$ cat src/rtl/patternbuf_pkg.sv
// Shared constants and types for the pattern buffer controller.
package patternbuf_pkg;

    localparam int BUF_WIDTH  = 8;
    localparam int BUF_SIZE   = 32;
    localparam int TOTAL_BITS = BUF_WIDTH * BUF_SIZE;
    localparam int ADDR_W     = $clog2(BUF_SIZE);
    localparam int CNT_W      = $clog2(TOTAL_BITS);

    typedef enum logic [0:0] {
        IDLE = 1'b0,
        LOAD = 1'b1
    } ctrl_state_t;

    // Count value that marks the final shift of a full-pattern load.
    function automatic logic [CNT_W-1:0] last_bit_index();
        return CNT_W'(TOTAL_BITS - 1);
    endfunction

endpackage

$ cat src/rtl/patternbuf_bitcnt.sv
// Loadable up-counter with a terminal-count flag; tracks shifts in a load.
module patternbuf_bitcnt #(
    parameter int             W      = 8,
    parameter logic [W-1:0]   TC_VAL = '1
) (
    input  logic         clk,
    input  logic         rst_n,
    input  logic         load_i,
    input  logic [W-1:0] load_val_i,
    input  logic         inc_i,
    output logic [W-1:0] cnt_o,
    output logic         tc_o
);

    logic [W-1:0] cnt_q;

    // Counter register: load has priority over increment.
    always_ff @(posedge clk) begin
        if (!rst_n) begin
            cnt_q <= '0;
        end else if (load_i) begin
            cnt_q <= load_val_i;
        end else if (inc_i) begin
            cnt_q <= cnt_q + W'(1);
        end else begin
            cnt_q <= cnt_q;
        end
    end

    assign cnt_o = cnt_q;
    assign tc_o  = (cnt_q == TC_VAL);

endmodule

$ cat src/rtl/patternbuf_ctrl.sv
// Arbiter/sequencer for the 32x8 pattern buffer: serial scan load versus
// single-field processor writes, plus readback of the bits shifted out.
module patternbuf_ctrl_chk
    import patternbuf_pkg::*;
(
    input logic             clk,
    input logic             rst_n,
    input logic             buf_ssel,
    input logic             buf_field_write,
    input logic             ld_done,
    input logic [CNT_W-1:0] bit_cnt
);

    // Shift and field write are mutually exclusive; a completed load has
    // wrapped the 8-bit counter back to zero.
    always @(posedge clk) begin
        if (rst_n) begin
            assert (!(buf_ssel && buf_field_write));
            assert (!ld_done || (bit_cnt == '0));
        end
    end

endmodule

module patternbuf_ctrl
    import patternbuf_pkg::*;
(
    input  logic                 clk,
    input  logic                 rst_n,
    input  logic                 ld_start,
    input  logic                 ld_abort,
    input  logic                 sin_bit,
    input  logic                 sin_valid,
    output logic                 ld_busy,
    output logic                 ld_done,
    output logic                 dout_bit,
    output logic                 dout_valid,
    input  logic                 wr_req,
    input  logic [ADDR_W-1:0]    wr_addr,
    input  logic [BUF_WIDTH-1:0] wr_data,
    output logic                 wr_ack,
    output logic                 buf_ssel,
    output logic                 buf_sin,
    input  logic                 buf_sout,
    output logic [ADDR_W-1:0]    buf_fieldp,
    output logic [BUF_WIDTH-1:0] buf_field_in,
    output logic                 buf_field_write
);

    ctrl_state_t          state_q;
    logic                 last_q;      // final shift issued, completion pending
    logic                 ld_busy_q;
    logic                 ld_done_q;
    logic                 dout_bit_q;
    logic                 dout_valid_q;
    logic                 wr_ack_q;
    logic                 buf_ssel_q;
    logic                 buf_sin_q;
    logic [ADDR_W-1:0]    buf_fieldp_q;
    logic [BUF_WIDTH-1:0] buf_field_in_q;
    logic                 buf_field_write_q;

    logic                 cnt_clr_s;
    logic                 shift_go_s;
    logic                 write_go_s;
    logic [CNT_W-1:0]     bit_cnt_s;
    logic                 bit_tc_s;

    // Decode this cycle's action from state and requests.
    always_comb begin
        cnt_clr_s  = 1'b0;
        shift_go_s = 1'b0;
        write_go_s = 1'b0;
        case (state_q)
            IDLE: begin
                if (ld_start) begin
                    cnt_clr_s = 1'b1;
                end else if (wr_req && !wr_ack_q) begin
                    // wr_ack_q high means this request was just served.
                    write_go_s = 1'b1;
                end else begin
                    write_go_s = 1'b0;
                end
            end
            LOAD: begin
                // Abort wins over a valid bit; no shifts once the last is out.
                if (!ld_abort && !last_q && sin_valid) begin
                    shift_go_s = 1'b1;
                end else begin
                    shift_go_s = 1'b0;
                end
            end
            default: begin
                cnt_clr_s = 1'b1;
            end
        endcase
    end

    patternbuf_bitcnt #(
        .W      (CNT_W),
        .TC_VAL (last_bit_index())
    ) u_bitcnt (
        .clk        (clk),
        .rst_n      (rst_n),
        .load_i     (cnt_clr_s),
        .load_val_i ({CNT_W{1'b0}}),
        .inc_i      (shift_go_s),
        .cnt_o      (bit_cnt_s),
        .tc_o       (bit_tc_s)
    );

    // Controller FSM with all outputs registered.
    always_ff @(posedge clk) begin
        if (!rst_n) begin
            state_q           <= IDLE;
            last_q            <= 1'b0;
            ld_busy_q         <= 1'b0;
            ld_done_q         <= 1'b0;
            dout_bit_q        <= 1'b0;
            dout_valid_q      <= 1'b0;
            wr_ack_q          <= 1'b0;
            buf_ssel_q        <= 1'b0;
            buf_sin_q         <= 1'b0;
            buf_fieldp_q      <= '0;
            buf_field_in_q    <= '0;
            buf_field_write_q <= 1'b0;
        end else begin
            // Readback: the bit leaving the chain during a shift cycle.
            dout_valid_q      <= buf_ssel_q;
            dout_bit_q        <= buf_ssel_q ? buf_sout : 1'b0;
            ld_done_q         <= 1'b0;
            wr_ack_q          <= 1'b0;
            buf_ssel_q        <= 1'b0;
            buf_sin_q         <= 1'b0;
            buf_fieldp_q      <= '0;
            buf_field_in_q    <= '0;
            buf_field_write_q <= 1'b0;
            case (state_q)
                IDLE: begin
                    if (cnt_clr_s) begin
                        state_q   <= LOAD;
                        ld_busy_q <= 1'b1;
                        last_q    <= 1'b0;
                    end else if (write_go_s) begin
                        buf_field_write_q <= 1'b1;
                        buf_fieldp_q      <= wr_addr;
                        buf_field_in_q    <= wr_data;
                        wr_ack_q          <= 1'b1;
                    end else begin
                        ld_busy_q <= 1'b0;
                    end
                end
                LOAD: begin
                    if (ld_abort) begin
                        state_q   <= IDLE;
                        ld_busy_q <= 1'b0;
                        last_q    <= 1'b0;
                    end else if (last_q) begin
                        state_q   <= IDLE;
                        ld_busy_q <= 1'b0;
                        ld_done_q <= 1'b1;
                        last_q    <= 1'b0;
                    end else if (shift_go_s) begin
                        buf_ssel_q <= 1'b1;
                        buf_sin_q  <= sin_bit;
                        last_q     <= bit_tc_s;
                    end else begin
                        ld_busy_q <= 1'b1;
                    end
                end
                default: begin
                    state_q   <= IDLE;
                    ld_busy_q <= 1'b0;
                    last_q    <= 1'b0;
                end
            endcase
        end
    end

    assign ld_busy         = ld_busy_q;
    assign ld_done         = ld_done_q;
    assign dout_bit        = dout_bit_q;
    assign dout_valid      = dout_valid_q;
    assign wr_ack          = wr_ack_q;
    assign buf_ssel        = buf_ssel_q;
    assign buf_sin         = buf_sin_q;
    assign buf_fieldp      = buf_fieldp_q;
    assign buf_field_in    = buf_field_in_q;
    assign buf_field_write = buf_field_write_q;

    patternbuf_ctrl_chk u_chk (
        .clk             (clk),
        .rst_n           (rst_n),
        .buf_ssel        (buf_ssel_q),
        .buf_field_write (buf_field_write_q),
        .ld_done         (ld_done_q),
        .bit_cnt         (bit_cnt_s)
    );

endmodule
$ cat config.mk
export PLATFORM = sky130hd
export DESIGN_NAME = patternbuf_ctrl
export DESIGN_NICKNAME = d
export VERILOG_FILES = /design/src/rtl/patternbuf_pkg.sv /design/src/rtl/patternbuf_bitcnt.sv /design/src/rtl/patternbuf_ctrl.sv
export SDC_FILE = /design/constraint.sdc
export NUM_CORES = 1
export LEC_CHECK = 0
export CAP_MARGIN = 20
export CORE_MARGIN = 2
export CORE_UTILIZATION = 44
export CTS_CLUSTER_DIAMETER = 100
export DETAILED_ROUTE_END_ITERATION = 10
export GPL_ROUTABILITY_DRIVEN = 1
export GPL_TIMING_DRIVEN = 0
export PLACE_DENSITY = 0.81
export SKIP_LAST_GASP = 1
export SYNTH_ARGS = -nofsm -noshare
export SYNTH_HDL_FRONTEND = slang
export SYNTH_SLANG_ARGS = --single-unit
$ cat constraint.sdc
create_clock -name clk -period 2.1 [get_ports clk]
set_input_delay 0.21 -clock clk [delete_from_list [all_inputs] [get_ports clk]]
set_output_delay 0.21 -clock clk [all_outputs]
set_load 0.05 [all_outputs]
# [Word-level counts from Yosys, hierarchy flattened]
# Cells that the tools add are included.
[op_classes] eq_ne=4 muxes=25 n_addsub=1 n_reduce_logical=14 bitwise=4
[ops] cell="2-to-1 mux 1 bit" n=22
[ops] cell="adder 8 x 1 -> 8 bit, second input constant" n=1
[ops] cell="equality test 8 bit, second input constant" n=1
[ops] cell="OR reduction 4 bit" n=2
[ops] cell="case mux 1 bit (2 select lines)" n=3
[ops] cell="OR reduction 3 bit" n=2
[ops] cell="OR reduction 5 bit" n=1
[ops] cell="!= test 4 bit, second input constant" n=1
[ops] cell="NOT 1 bit" n=4
[ops] cell="AND reduction 2 bit" n=2
[ops] cell="logical AND 1 bit" n=3
[ops] cell="logical NOT 1 bit" n=3
[ops] cell="!= test 3 bit, second input constant" n=1
[ops] cell="!= test 2 bit, second input constant" n=1
[ops] cell="OR reduction 2 bit" n=1
[word_totals] output_inout_bits=21 elab_cells=60 register_bits=30

# [Depth between registers and ports, before layout]
[logic_depth] depth_word=9 ltp_mapped=4 ltp_nobuf=4

# [Modules after synthesis]
# A second synthesis with hierarchy kept.
[hier_totals] cells_unflattened=113 area_unflattened_um2=1133.6
[modules_own_cells] mod="patternbuf_ctrl" instances=1 area_each_um2=685.7 cells_per_inst=58
[modules_own_cells] mod="patternbuf_bitcnt" instances=1 area_each_um2=447.9 cells_per_inst=55

# [Worst setup path before layout]
# OpenSTA, ideal clock, no wires.
[synth_path] kind="reg-to-reg" from="register buf_field_write (netlist name)" to="register buf_field_in_q[4] (netlist: buf_field_in[4])" path_stages_with_launch=4 slack_ns=0.696 required_ns=2.040 t_arrival_ns=1.345 n_path_buf=1 setup_ns=0.060 path_cell_list="dfxtp_1 nor4b_2 clkbuf_1 and3_1"
[synth_lines] element="end signal: assignment" line_no="patternbuf_ctrl.sv:147" source="buf_field_in_q <= wr_data;"
[synth_lines] element="end: declaration" line_no="patternbuf_ctrl.sv:60" source="logic [BUF_WIDTH-1:0] buf_field_in_q;"

==> impl_metrics.xml <==
<?xml version="1.0" encoding="UTF-8"?>
<metrics>
  <group name="clock_tree">
    <metric name="holdBufCountCts" unit="">0</metric>
    <metric name="cts.path.max_buffers" unit="">2</metric>
    <metric name="clockRootBuffer" unit="">clkbuf_4</metric>
    <metric name="ctsResizeCount" unit="">0</metric>
    <metric name="post_cts_setup_buffers" unit="">0</metric>
    <metric name="clkTransAtPathRegs" unit="ps">90</metric>
    <metric name="cts_bufs_inserted" unit="">5</metric>
    <metric name="clk_latency" unit="ps">320</metric>
    <metric name="total_clock_sinks" unit="">30</metric>
    <metric name="tritoncts" unit="">yes</metric>
    <metric name="htree_num_levels" unit="">2</metric>
  </group>
  <group name="hold_path">
    <metric name="holdCritPathClass" unit="">in -&gt; reg</metric>
  </group>
  <group name="power">
    <metric name="pwr_density_cell" unit="nW/um2">727</metric>
    <metric name="ir_worst_vdd" unit="uV">565</metric>
    <metric name="leakage_power" unit="nW">0.610</metric>
  </group>
  <group name="synthesis">
    <metric name="syn-num-nets" unit="">122</metric>
    <metric name="largest_cells_by_area_after_synthesis" unit="">dfxtp_1, and3_1, a21oi_1</metric>
    <metric name="netlist_top_cells_count" unit="">dfxtp_1, and3_1, a21oi_1</metric>
    <metric name="asyncSetResetFlopFracSynth" unit="">0</metric>
    <metric name="synth_cells" unit="">100</metric>
    <metric name="synth.avg_cell_area" unit="um2">10.4</metric>
    <metric name="post-synth-top-area-cell" unit="">dfxtp_1</metric>
    <metric name="synthMostInstantiatedCell" unit="">dfxtp_1</metric>
    <metric name="seq_area_frac_synth" unit="">0.576</metric>
    <metric name="synth_edf_count" unit="">0</metric>
    <metric name="synth_top_area_frac" unit="">0.576</metric>
    <metric name="synthesis.yosys.warnings" unit="">0</metric>
    <metric name="postSynth.topFlopCell" unit="">dfxtp_1</metric>
    <metric name="synth.lib_cells_used.distinct" unit="">29</metric>
    <metric name="synth_area" unit="um2">1040</metric>
    <metric name="ys_seq_elements" unit="">30</metric>
  </group>
  <group name="placement">
    <metric name="dpl.hpwl" unit="um">1880</metric>
    <metric name="place_area" unit="um2">1490</metric>
    <metric name="place.port_buffers" unit="">41</metric>
    <metric name="gp_congestion" unit="">0.769</metric>
  </group>
  <group name="drt">
    <metric name="detail_route.iter0.violations" unit="">27</metric>
    <metric name="detail_route.drc_violations" unit="">0</metric>
    <metric name="drt-total-wl" unit="um">2530</metric>
    <metric name="route.antenna.remaining_nets" unit="">0</metric>
    <metric name="first_pass_iters" unit="">4</metric>
    <metric name="routed-via-count" unit="">926</metric>
    <metric name="routedWlPerCell" unit="um">14.3</metric>
    <metric name="detail_route.vias_per_cell" unit="">5.23</metric>
  </group>
  <group name="sta">
    <metric name="finalCriticalPeriod" unit="ps">1820</metric>
    <metric name="setup_total_negative_slack" unit="ps">0</metric>
    <metric name="final-max-slew-violation-count" unit="">0</metric>
    <metric name="worst_slew_pin_slew" unit="ps">541</metric>
    <metric name="fin_worst_skew" unit="ps">1.60</metric>
    <metric name="post-route-period-util" unit="">0.869</metric>
    <metric name="timing.final.hold_violations" unit="">0</metric>
    <metric name="finalSetupViolCount" unit="">0</metric>
    <metric name="grt_setup_unrepaired" unit="">no</metric>
    <metric name="max-slew-margin-rel" unit="">0.638</metric>
    <metric name="clock.fmax" unit="GHz">0.548</metric>
  </group>
  <group name="floorplanning">
    <metric name="num_io_pins" unit="">42</metric>
    <metric name="core" unit="um2">2230</metric>
    <metric name="chipWidth" unit="um">52.7</metric>
    <metric name="chipHeight" unit="um">52.7</metric>
    <metric name="rows" unit="">17</metric>
    <metric name="starting_density" unit="">0.467</metric>
    <metric name="die_area" unit="um2">2780</metric>
  </group>
  <group name="setup_path">
    <metric name="crit_path_start_kind" unit="">flop</metric>
    <metric name="cp_max_fo" unit="">3</metric>
    <metric name="crit_required" unit="ps">1890</metric>
    <metric name="critPathArrivalTime" unit="ps">1610</metric>
    <metric name="critical_path.endpoint_type" unit="">output pin</metric>
    <metric name="timing.setup.critical_path_class" unit="">reg -&gt; out</metric>
    <metric name="ff2ff_setup_slack" unit="ps">520</metric>
  </group>
  <group name="layout">
    <metric name="layout-area-overhead-vs-synth" unit="%">50.2</metric>
    <metric name="register_area" unit="um2">601</metric>
    <metric name="antenna-diode-count" unit="">0</metric>
    <metric name="area_used_by_multi_input_combinational_logic" unit="um2">408</metric>
    <metric name="nets" unit="">170</metric>
    <metric name="fin_area" unit="um2">1570</metric>
    <metric name="layout_cells_sized_above_1" unit="">0.0872</metric>
    <metric name="number_of_filler_cells_placed_in_the_layout" unit="">168</metric>
  </group>
  <group name="status">
    <metric name="run_status" unit="">complete, no violations</metric>
  </group>
  <group name="grt">
    <metric name="grt_max_degree" unit="">11</metric>
    <metric name="grt_usage" unit="">0.206</metric>
    <metric name="grt_antenna_before_repair" unit="">0</metric>
    <metric name="grt_pass1_vias" unit="">862</metric>
    <metric name="first_pass_grt_wire_length" unit="um">3970</metric>
    <metric name="grt_remaining_overflow" unit="">0</metric>
  </group>
  <group name="flow_run">
    <metric name="max-cap-violations" unit="">0</metric>
  </group>
</metrics>
[routing by layer]
layer  wire length, um  global-route usage  vias up
li1                  -                   -      455
met4                65               0.124        0
met2              1350               0.338       26
met3                97              0.0629        7
met1              1010               0.232      438
met5                 0                   0        -
[cells by family (layout without fill, tap and decap cells)]
family | count (synthesis) | in the layout | share of synthesized area
adder cells (fa/ha/maj) | 1 | 1 | 0.0120
XOR/XNOR | 1 | 1 | 0.00839
flip-flops | 30 | 30 | 0.576
AND/OR/NAND/NOR | 44 | 44 | 0.276
buffers and inverters | 8 | 57 | 0.0336
AO/OA/AOI/OAI | 16 | 16 | 0.0947
[placed cells by master (no fill, tap or decap)]
cell type and instances:
inv_1 3, clkbuf_4 5, or3_1 2, buf_4 1, nand3_1 2, ha_1 1
o21ai_0 3, nor2b_1 1, or4_1 3, o221a_2 1, clkbuf_1 3, nand4_1 1
o31ai_1 4, nor4b_2 1, o21a_1 1, dfxtp_1 30, nor4_1 1, clkdlybuf4s50_1 41
or4b_1 1, buf_2 1, and3_1 15, a21oi_1 7, nor2_1 2, clkbuf_8 3
and2_1 4, and4bb_2 1, nor3b_1 1, nand2b_1 2, nand2_1 5, and4b_1 1
xnor2_1 1, nand4bb_1 1
[area by class of cell]
type,count,share of cell area
timing repair buffer,41,0.262
multi-input combinational,62,0.260
tap,28,0.0223
clock buffer,8,0.0503
sequential,30,0.383
buffer,5,0.0152
inverter,3,0.00718
[power breakdown]
part | leakage (nW) | switching (mW) | internal, mW
sequential | 0.243 | 0.00642 | 0.580
clock | 0.0446 | 0.194 | 0.229
combinational | 0.322 | 0.0679 | 0.0628
[critical path, cell delays in order, from the launching register on]
cell	delay, ps
dfxtp_1	380
buf_4	120
clkdlybuf4s50_1	780
[path summary, 6_finish.rpt]
kind | cells after the start | startpoint | to
setup / recovery | 2 | buf_field_write$_SDFF_PP0_ | wr_ack
hold / removal | 2 | wr_addr[0] | buf_fieldp[0]$_SDFF_PP0_
setup reg to reg | 3 | state_q$_SDFF_PN0_ | buf_field_in[3]$_SDFF_PP0_
hold reg to reg | 2 | u_bitcnt.cnt_o[1]$_SDFFE_PP0N_ | u_bitcnt.cnt_o[1]$_SDFFE_PP0N_
[metrics by stage]
step | hold slack, ps | util | total power [mW] | std cells | setup WS (ps)
3_5_place_dp | 470 | 0.667 | 0.730 | 169 | 290
6_report | 465 | 0.702 | 1.14 | 177 | 276
4_1_cts | 454 | 0.702 | 1.15 | 177 | 256
5_1_grt | 455 | 0.702 | 1.19 | 177 | 213
2_1_floorplan | 363 | - | 0.662 | 100 | 696
3_3_place_gp | 457 | 0.667 | 0.726 | 169 | 370
Note: power is estimated with default switching activity, not from simulation.
